==> src/rtl/phy_tx_serializer.sv <==
// Single-lane transmit serializer: 32-bit words in over valid/ready, one bit per clk_32f out,
// framed by a post-reset comma sync run and IDLE filler bytes between words.
module phy_tx_serializer #(
  parameter logic [7:0]  COMMA       = 8'hBC,
  parameter logic [7:0]  IDLE        = 8'h7C,
  parameter int unsigned SYNC_COMMAS = 4
) (
  input  logic        clk_32f,
  input  logic        reset,
  input  logic [31:0] data_in,
  input  logic        valid_in,
  output logic        ready_out,
  output logic        data_out,
  output logic        active_out,
  output logic [7:0]  word_cnt
);

  typedef enum logic [1:0] {
    S_SYNC,
    S_IDLE,
    S_DATA
  } state_t;

  state_t      state;
  logic [2:0]  bit_cnt;
  logic [1:0]  byte_cnt;
  logic [3:0]  comma_cnt;
  logic [7:0]  cur_byte;
  logic [31:0] word_reg;
  logic        word_boundary;
  logic [4:0]  comma_next;

  // In DATA, byte_cnt names the next byte to load; 0 means the last byte of the word is on the wire.
  assign word_boundary = (state == S_IDLE) || (state == S_DATA && byte_cnt == 2'd0);
  assign ready_out     = (state != S_SYNC) && !reset && (bit_cnt == 3'd7) && word_boundary;
  assign comma_next    = {1'b0, comma_cnt} + 5'd1;

  always_ff @(posedge clk_32f) begin
    if (reset) begin
      state      <= S_SYNC;
      bit_cnt    <= '0;
      byte_cnt   <= '0;
      comma_cnt  <= '0;
      cur_byte   <= COMMA;
      word_reg   <= '0;
      data_out   <= 1'b0;
      active_out <= 1'b0;
      word_cnt   <= '0;
    end else begin
      data_out <= cur_byte[3'd7 - bit_cnt];
      bit_cnt  <= bit_cnt + 3'd1;
      if (bit_cnt == 3'd7) begin
        case (state)
          S_SYNC: begin
            comma_cnt <= comma_next[3:0];
            if (comma_next < 5'(SYNC_COMMAS)) begin
              cur_byte <= COMMA;
            end else begin
              state      <= S_IDLE;
              cur_byte   <= IDLE;
              active_out <= 1'b1;
            end
          end
          default: begin
            if (word_boundary) begin
              if (valid_in && ready_out) begin
                cur_byte <= data_in[31:24];
                word_reg <= data_in;
                byte_cnt <= 2'd1;
                state    <= S_DATA;
                word_cnt <= word_cnt + 8'd1;
              end else begin
                cur_byte <= IDLE;
                state    <= S_IDLE;
              end
            end else begin
              case (byte_cnt)
                2'd1:    cur_byte <= word_reg[23:16];
                2'd2:    cur_byte <= word_reg[15:8];
                default: cur_byte <= word_reg[7:0];
              endcase
              byte_cnt <= byte_cnt + 2'd1;
            end
          end
        endcase
      end
    end
  end

endmodule
==> config.mk <==
export PLATFORM = sky130hd
export DESIGN_NAME = phy_tx_serializer
export DESIGN_NICKNAME = d
export VERILOG_FILES = /design/src/rtl/phy_tx_serializer.sv
export SDC_FILE = /design/constraint.sdc
export NUM_CORES = 1
export LEC_CHECK = 0
export ABC_CLOCK_PERIOD_IN_PS = 4450
export CAP_MARGIN = 10
export CORE_AREA = 2 2 81 83
export CTS_BUF_LIST = sky130_fd_sc_hd__clkbuf_4
export CTS_CLUSTER_SIZE = 40
export DETAILED_ROUTE_END_ITERATION = 7
export DIE_AREA = 0 0 83 85
export SLEW_MARGIN = 20
export SYNTH_ARGS = -nofsm -noshare
export SYNTH_HDL_FRONTEND = slang
export SYNTH_SLANG_ARGS = --single-unit
==> constraint.sdc <==
create_clock -name clk_32f -period 4.45 [get_ports clk_32f]
set_input_delay 0.89 -clock clk_32f [delete_from_list [all_inputs] [get_ports clk_32f]]
set_output_delay 0.89 -clock clk_32f [all_outputs]
set_load 0.05 [all_outputs]
### Word level (Yosys, flattened, before mapping)

Index checks and enable logic that the tools add are counted.

* equal/unequal tests: 7
* reduce and logical (&&, ||, !) cells: 16
* add/sub/neg operators: 5
* bitwise operators: 2
* order comparisons: 2
* multiplexer cells: 13

Operators with widths (count)
* 2-to-1 mux 8 bit: 4
* one-hot mux 8 bit (2 select lines): 1
* 2-to-1 mux 2 bit: 6
* AND reduction 3 bit: 3
* adder 8 x 1 -> 8 bit, second input constant: 1
* adder 4 x 1 -> 5 bit, second input constant: 1
* logical AND 1 bit: 5
* < comparator 5 x 3 -> 1 bit, second input constant: 1
* == test 2 x 1 -> 1 bit, second input constant: 2
* == test 2 bit, second input constant: 2
* logical NOT 2 bit: 2
* < comparator 3 x 4 -> 1 bit, second input constant: 1
* AND reduction 4 bit: 1
* nonzero test 2 bit: 2
* adder 3 x 1 -> 3 bit, second input constant: 1
* binary-select mux 1 bit (select 3 bit): 1
* == test 3 bit, second input constant: 1
* subtractor 3 bit, first input constant: 1
* adder 2 x 1 -> 2 bit, second input constant: 1
* != test 2 x 1 -> 1 bit, second input constant: 1
* != test 2 bit, second input constant: 1
* inverter 1 bit: 2
* AND reduction 2 bit: 1
* logical NOT 1 bit: 1
* 2 further kinds: 2

* output and inout port bits: 11
* logic and storage cells: 54
* bits of input ports: 35
* register bits: 53

### Depth between registers and ports, before layout

* depth in word-level cells: 8
* mapped depth: 9
* depth with buffers taken out: 6

### Least setup slack after synthesis

Ideal clock, no wire load.

* path kind: input-to-output
* start: in reset
* end: out ready_out
* path buffers: 1
* arrival time: 2256 ps
* slack: 1304 ps
* data required time: 3560 ps
* cell stages on the path: 2
* path through: clkbuf_1 -> nor3b_1

* cells in the longest elaborated chain, start to end: 4

RTL lines
* start, declared: RTL line 9 `input logic reset,`
* logical NOT 1 bit: RTL line 35 `assign ready_out = (state != S_SYNC) && !reset && (bit_cnt == 3'd7) && word_boundary;`
* logical AND 1 bit (3 in series): RTL line 35
* end, declared: RTL line 12 `output logic ready_out,`

Every way passes these cells.

### Final worst setup path

Ends and elaborated chain as after synthesis.

==> reports/qor.txt <==
CP Launch Type: input pin
Largest net degree at the start of global routing: 51
Crit end category: output port
# setup viols final: 0
Drt initial violations: 78
WP data required: 3560 ps
Asr flop ratio synth: 0
Die area: 7060 sq um
Post-layout util: 0.474
Die X: 83 um
Num rows: 29
Commonest non-fill, non-tap cells in the layout: 64 x nand2_1, 53 x dfxtp_1, 44 x clkdlybuf4s50_1
Clock Tree Buf Depth: 2
Reg clk slew, reported paths: 160 ps
Flop2flop setup slack: 1590 ps
CTS tree: yes
Crit path DAT: 2170 ps
Core box area: 6200 sq um
Post-CTS resize count: 0
End of the worst register-to-register path: word_cnt[5]
Slowest cell on crit path: clkdlybuf4s50_1
Largest family of logic cells by synthesized area: simple AND/OR/NAND/NOR gates
Final hold vios: 0
Power Density: 255 nW/um^2
Post-synth EDFFs: 0
R2R Path Start: bit_cnt[0]
Post-synthesis adder-cell area fraction: 0.0363
Initial antenna violation count: 0
Final ANT Viol Nets: 0
Status: finished clean
N_diodes: 0
Ports: 46
Clk_lat worst skew: 380 ps
Critical path type: input pin to output port
Hold Crit Depth: 2
Dpl hpwl: 3810 um
CTS H-tree depth: 2
Slew headroom: 0.278
Drt wl/cell: 13.4 um
Port Buffers: 45
Max Freq: 327 MHz
First-pass GRT wire length: 9070 um
Vias per inst: 5.19
Slew @ Worst Pin: 1080 ps
Cell count of the worst reg-to-reg path: 6
Placer congestion estimate: 0.797
Compound-Gate Fraction of Synth Area: 0.212
Clock Skew: 17.8 ps
Overflow after GRT: 0
Cells after synthesis: 293
Setup_tns: 0 ps
Max reg flops: 24
Syn nets: 335
Post-route DRC: 0
Final period demand of the worst path: 3060 ps
Cell Chain, Critical Path: clkdlybuf4s50_1 -> buf_4 -> nor3b_1 -> buf_4
DRT Wirelength: 5460 um
# hold bufs at CTS: 0
Starting density of the core: 0.388
Mapped Avg Cell Area: 8.22 sq um
Top cell type's share of synthesized area: 0.440
Setup WS post-layout: 1390 ps
Top_reg_cell synth: dfxtp_1
Endpoint, Worst Hold: word_reg[3]
Mapped Area: 2410 sq um
Post-placement setup slack: 1280 ps
Clock Sinks: 53
CTS Buf Count: 5
Unrepaired setup endpoints after global routing: no
Register area share after synthesis: 0.440
Root Buffer: clkbuf_4
Post-synthesis simple-gate area fraction: 0.228
Post-synthesis mux area share: 0.0270
Final Max Tran Viols: 0
Leak: 0.000936 uW
Most common cell after layout, fill and taps aside: nand2_1
Syn-to-layout area delta: 22.1%
Worst IR Drop VDD: 0.000154 V
Vias in the first global route: 1,978
Count of state elements after synthesis: 53
Synthesis Warnings: 0
Gr usage total: 0.157
CP peak stage delay: 480 ps
Top cells by area, synth: dfxtp_1 44%, nand2_1 10%, a21oi_1 8.9%, ha_1 3.6%, nor2_1 3.3%
# nets final: 372
Setup bufs post-CTS: 0
Max FO, Critical Path: 50
Via count: 2,117
Most common cell on crit path: buf_4
# Max-Cap Violations: 0
Hold path startpoint: word_reg[3]
Worst hold path class: flop to flop
Die Y-Extent: 85 um
Layout cell share with drive strength beyond 1: 0.0514
XOR/XNOR Fraction of Synth Area: 0.0145
Synth area leader: dfxtp_1
Crit share post-route: 0.688
Drt first pass iters: 4
Synth cell types: 46
through the flow:
stage,total power [uW],cell area [sq um],hold WS (ps),instances
floorplan,510,2410,420,293
global placement,547,2890,441,400
detailed placement,547,2890,447,400
CTS,762,2940,467,408
global route,781,2940,489,408
finish,751,2940,463,408
where the power goes:
part / internal (uW) / leakage [uW] / switching (uW)
Combinational: 34.9 / 0.000475 / 19.4
Sequential: 478 / 0.000428 / 4.27
Clock: 60.3 / 0.0000326 / 154
cell type report:
type | count | area (sq um)
sequential | 53 | 1060
multi-input combinational | 218 | 1250
tap | 77 | 96.3
fill | 645 | 3260
inverter | 5 | 18.8
clock inverter | 3 | 17.5
timing repair buffer | 47 | 463
clock buffer | 5 | 37.5
Yosys cell counts, types with 3 or more instances:
master	count
dfxtp_1	53
nand2_1	64
clkbuf_1	13
a21oi_1	43
and2_1	3
nand3_1	6
o22ai_1	4
a22oi_1	8
nor2_1	21
o31ai_1	4
nor2b_1	3
ha_1	7
o21ai_0	11
or3_1	4
inv_1	5
routing by layer:
layer | routed length [um] | share of wire | vias up | GRT usage
li1 | - | - | 1097 | -
met2 | 2460 | 0.45 | 42 | 0.260
met3 | 215 | 0.039 | 8 | 0.0321
met1 | 2700 | 0.50 | 970 | 0.205
met5 | 0 | 0 | - | 0
met4 | 82 | 0.015 | 0 | 0.0537
how the worst max path moves through the flow:
| stage | cells past startpoint | start | slack [ps] | endpoint |
|---|---|---|---|---|
| 6_report | 4 | reset | 1390 | ready_out |
| 4_1_cts | 4 | reset | 1390 | ready_out |
| 3_3_place_gp | 5 | reset | 1350 | word_cnt[5] |
| 2_1_floorplan | 2 | reset | 1300 | ready_out |
| 3_5_place_dp | 5 | reset | 1280 | word_cnt[5] |
| 5_1_grt | 4 | reset | 1290 | ready_out |
cells by family (layout without fill, tap and decap cells):
family | after synthesis | after routing
compound gates | 85 | 85
flops | 53 | 53
fa+ha+maj | 7 | 7
buf+inv | 22 | 60
simple gates | 118 | 118
xor+xnor | 4 | 4
mux | 4 | 4
worst max-delay path: cells and delay by family:
| kind | cells | cell delay (ps) |
|---|---|---|
| simple gates | 1 | 110 |
| buf+inv | 3 | 1150 |
(Power assumes the default switching activity.)
==> edit 1: new RTL, same settings <==
Register the output `word_cnt` once more, without a reset; this adds one clock of latency there. The other outputs are not delayed to match.
--- a/src/rtl/phy_tx_serializer.sv
+++ b/src/rtl/phy_tx_serializer.sv
@@ -20,6 +20,8 @@
     S_IDLE,
     S_DATA
   } state_t;
+
+  logic [7:0] word_cnt_s0;
 
   state_t      state;
   logic [2:0]  bit_cnt;
@@ -45,7 +47,7 @@
       word_reg   <= '0;
       data_out   <= 1'b0;
       active_out <= 1'b0;
-      word_cnt   <= '0;
+      word_cnt_s0 <= '0;
     end else begin
       data_out <= cur_byte[3'd7 - bit_cnt];
       bit_cnt  <= bit_cnt + 3'd1;
@@ -68,7 +70,7 @@
                 word_reg <= data_in;
                 byte_cnt <= 2'd1;
                 state    <= S_DATA;
-                word_cnt <= word_cnt + 8'd1;
+                word_cnt_s0 <= word_cnt_s0 + 8'd1;
               end else begin
                 cur_byte <= IDLE;
                 state    <= S_IDLE;
@@ -87,4 +89,8 @@
     end
   end
 
+  always_ff @(posedge clk_32f) begin
+    word_cnt <= word_cnt_s0;
+  end
+
 endmodule
Behaviour: no difference found for any inputs over 10 cycles, from zero or initial values and one cycle with reset high; that may be too few to reach the edited logic, so the function may still have changed.
==> edit 1 against the unedited design <==
- wire length rose by 7.9%
- register-to-register slack improved by 0.18 ns
- setup slack worse by 0.54 ns
- critical path type is now register to output port
- first-iteration DRC count up 27%
- sequential cell count rose by 8
- highest routed layer unchanged
- combinational power is 2% higher
- design area grew 7.9%
- count of clock-buffer cells in the layout is 7 higher
- worst hold slack lost 0.084 ns
- synthesized area is 8.0% higher
- total power rose by 23%
- critical path depth grew 1
- clock power up 48%
==> edit 1: results (changes against the unedited design) <==
* Largest net degree at the start of global routing at 56 (+9.8%)
* GRT Total Usage at 17.5% (+1.8 points)
* Signal buffers at 46 (-2.1%)
* Run status: complete, no violations
* Multi-In Gates at 225 (+3.2%)
* Clk pwr share at 34.2% (+5.7 points)
* Nets@finish at 389 (+4.6%)
* CTS buffer count at 9 (+4)
* Congestion Overflow GR at 0 (unchanged)
* First-iteration detailed-routing DRC count at 99 (+27%)
* Sequential share of the synthesized area at 46.9% (+2.9 points)
* Synth cell types at 42 (-8.7%)
* Placer congestion estimate at 0.805 (+0.99%)
* Clock Pin Slew Worst Setup and Hold Paths at 0.10 ns (-0.06 ns)
* Worst clock skew at 0.0113 ns (-0.00651 ns)
* FF+latch area at 1220 um^2 (+15%)
* CP Data Arrival Time at 2.72 ns (+0.55 ns)
* Commonest cells post-synth: dfxtp_1 (61), nand2_1 (59), a21oi_1 (44)
* Leakage power at 1.07 nW (+15%)
* Syn nets at 351 (+4.8%)
* Seq pwr share at 59.8% (-4.4 points)
* Switch share at 23.0% (-0.70 points)
* Worst skew pair latency at 0.41 ns (+0.03 ns)
* Top cells by area, synth: dfxtp_1 (47%), nand2_1 (8.5%), a21oi_1 (8.5%)
* Vias in the first global route at 2,072 (+4.8%)
* Crit Path Max Fanout at 12 (-76%)
* Maximum vdd drop at 180 uV (+17%)
* Cell Pwr Density at 291 nW/um^2 (+14%)
* Via count at 2,220 (+4.9%)
* Routed len/inst at 13.8 um (+2.9%)
* CTS H-tree depth at 3 (+1)
* Area after DPL at 3070 um^2 (+6.3%)
* CLK BUF at 12 (+7)
* Worst-margin pin slew at 1.06 ns (-0.0234 ns)
* Seq_cells at 61 (+15%)
* Fillers at 634 (-1.7%)
* Post-DP HPWL at 3990 um (+4.8%)
* Multi-input gate share of total cell area at 40.5% (-2.0 points)
* Layout cells sized above 1 at 7.41% (+2.3 points)
* Clk cell area share at 3.27% (+1.4 points)
* Fraction of cell area in non-clock buffers at 14.3% (-1.5 points)
* First-pass GRT wire length at 9800 um (+8.1%)
* Bufs on Longest Clock Path at 2 (unchanged)
* Non-clk invs at 4 (-1)
==> edit 1: per-layer routing <==
layer / track usage, % / part of all wire (%) / wire length (um)
met1: 23.8 / 51 / 3010
met2: 26.1 / 43 / 2550
met3: 3.89 / 3.1 / 185
met4: 8.94 / 2.3 / 137
met5: 0 / 0 / 0
==> edit 1: path summary, 6_finish.rpt <==
check | start | to | slack (ns) | cells past startpoint
worst max-delay path | bit_cnt[0]$_SDFF_PP0_ | ready_out | 0.84 | 5
worst min-delay path | word_cnt_s0[7]$_SDFFE_PP0P_ | word_cnt[7]$_DFF_P_ | 0.38 | 0
worst max register to register | bit_cnt[0]$_SDFF_PP0_ | word_cnt_s0[7]$_SDFFE_PP0P_ | 1.77 | 6
worst min register to register | word_cnt_s0[7]$_SDFFE_PP0P_ | word_cnt[7]$_DFF_P_ | 0.38 | 0
==> edit 1: critical path: stages, from the launching register on <==
cell             delay (ns)
dfxtp_1                0.44
ha_1                   0.24
ha_1                   0.45
nand2b_1               0.16
nor3_1                 0.20
clkdlybuf4s50_1        0.83
==> edit 1: logic make-up after synthesis <==
family	count (synthesis)	share of synthesized area, %
buffers and inverters	23	3.75
DFF	61	46.9
xor gates and xnor gates	4	1.35
AOI/OAI and AO/OA	85	20.1
muxes	4	2.50
adders and majority gates	7	3.37
and+or+nand+nor	125	22.0
==> edit 1: stage by stage <==
stage | cells | power, mW | setup slack (ns)
2_1_floorplan | 309 | 0.584 | 1.43
3_3_place_gp | 413 | 0.620 | 1.42
3_5_place_dp | 413 | 0.620 | 1.29
4_1_cts | 428 | 0.935 | 0.829
5_1_grt | 428 | 0.964 | 0.624
6_report | 428 | 0.923 | 0.844
==> edit 2: new RTL, config.mk and constraints unchanged <==
Made on the original files. `COMMA`: 8'hBC -> 8'h80.
--- a/src/rtl/phy_tx_serializer.sv
+++ b/src/rtl/phy_tx_serializer.sv
@@ -1,7 +1,7 @@
 // Single-lane transmit serializer: 32-bit words in over valid/ready, one bit per clk_32f out,
 // framed by a post-reset comma sync run and IDLE filler bytes between words.
 module phy_tx_serializer #(
-  parameter logic [7:0]  COMMA       = 8'hBC,
+  parameter logic [7:0]  COMMA       = 8'h80,
   parameter logic [7:0]  IDLE        = 8'h7C,
   parameter int unsigned SYNC_COMMAS = 4
 ) (
Formal check against the unedited RTL: not equivalent (Yosys sat finds a counterexample within 4 cycles, from zero or initial values and one cycle with reset high).
==> edit 2 against the unedited design <==
- setup slack lost 0.056 ns
- wire length is 1.6% higher
- design area rose by 1.9%
- largest power group unchanged
- combinational power rose by 29%
- critical endpoint unchanged
- maximum frequency down 1.8%
- largest cell class unchanged
- worst hold slack worse by 0.0050 ns
- critical path depth rose by 2
- synthesized area up 1.5%
- via count increased by 0.99%
- global-route usage increased by 0.55 points
- die area unchanged
- total power up 8.4%
- sequential cell count stayed put
- final cell count is 1.2% lower
==> edit 2: results (changes against the unedited design) <==
* Synth Area in Adders at 3.58% (-0.052 points)
* Avg Vias per Cell at 5.31 (+2.2%)
* Crit Path Max Fanout at 24 (-52%)
* Leakage power at 0.974 nW (+4.1%)
* R2R setup slack at 1.93 ns (+0.34 ns)
* Worst Hold Path EP: active_out$_SDFFE_PP0P_
* Area after DPL at 2920 um^2 (+1.3%)
* XOR/XNOR share of the synthesized area at 1.43% (-0.021 points)
* Worst-margin pin slew at 0.891 ns (-0.191 ns)
* Worst hold path type: register to register
* Post-Route WL at 5550 um (+1.6%)
* Worst R2R End: word_cnt[2]$_SDFFE_PP0P_
* Clk pwr share at 32.0% (+3.5 points)
* Layout cells sized above 1 at 4.91% (-0.23 points)
* Post-synthesis mux area share at 3.07% (+0.37 points)
* Hold Startpoint: active_out$_SDFFE_PP0P_
* Routed len/inst at 13.8 um (+2.9%)
* Compound-gate portion of the synthesized area at 23.1% (+1.9 points)
* Post-Place Setup Slack at 1.35 ns (+0.0699 ns)
* Pwr Total at 0.814 mW (+8.4%)
* Switch Pwr at 0.180 mW (+1.5%)
* Synth cell types at 45 (-2.2%)
* Final Util at 48.3% (+0.89 points)
* Nets@finish at 368 (-1.1%)
* Placer congestion estimate at 0.813 (+2.0%)
* Run status: complete, no violations
* Top cells by area, synth: dfxtp_1 (43%), nand2_1 (10%), a21oi_1 (7.4%)
* Syn nets at 334 (-0.30%)
* WHS at 0.458 ns (-0.00496 ns)
* CP Data Arrival Time at 2.23 ns (+0.06 ns)
* Clock Pin Slew Worst Setup and Hold Paths at 0.14 ns (-0.02 ns)
* Period Utilization, post-route at 70.1% (+1.3 points)
* Setup bufs post-CTS at 0 (unchanged)
* First-pass GRT wire length at 9480 um (+4.5%)
* Synthesized area per cell at 8.37 um^2 (+1.8%)
* Worst clock skew at 0.00834 ns (-0.00942 ns)
* Commonest cells post-synth: nand2_1 (65), dfxtp_1 (53), a21oi_1 (36)
* Post-DP HPWL at 3920 um (+3.0%)
* Largest net degree at the start of global routing at 36 (-29%)
* Vias in the first global route at 1,972 (-0.30%)
* Placed Instances at 396 (-1.0%)
* Combinational power at 0.0700 mW (+29%)
* First-iteration detailed-routing DRC count at 99 (+27%)
* Slowest stage delay, CP at 0.42 ns (-0.06 ns)
* Sequential share of the synthesized area at 43.4% (-0.63 points)
* FFs w/ async S/R, synth at 0% (unchanged)
* GRT Total Usage at 16.2% (+0.55 points)
edit 2: changes by cell type after synthesis, sizes merged, moves of 3 or more:
cell	change
o22ai	-4
buf	+5
o21ai	-3
a311oi	+5
nor2	-3
o211ai	+7
a21oi	-7
edit 2: area by class of cell:
class | instances | area (um^2)
clock buffer | 5 | 37.5
clock inverter | 2 | 35.0
fill | 608 | 3210
inverter | 7 | 26.3
multi-input combinational | 212 | 1260
sequential | 53 | 1060
tap | 77 | 96.3
timing repair buffer | 47 | 475
edit 2: per-layer routing:
layer | part of all wire [%] | vias to the layer above | wire length [um] | track usage [%]
li1 | - | 1106 | - | -
met1 | 49 | 969 | 2720 | 23.2
met2 | 45 | 56 | 2510 | 24.2
met3 | 4.6 | 7 | 256 | 3.79
met4 | 0.99 | 0 | 55 | 5.22
met5 | 0 | - | 0 | 0
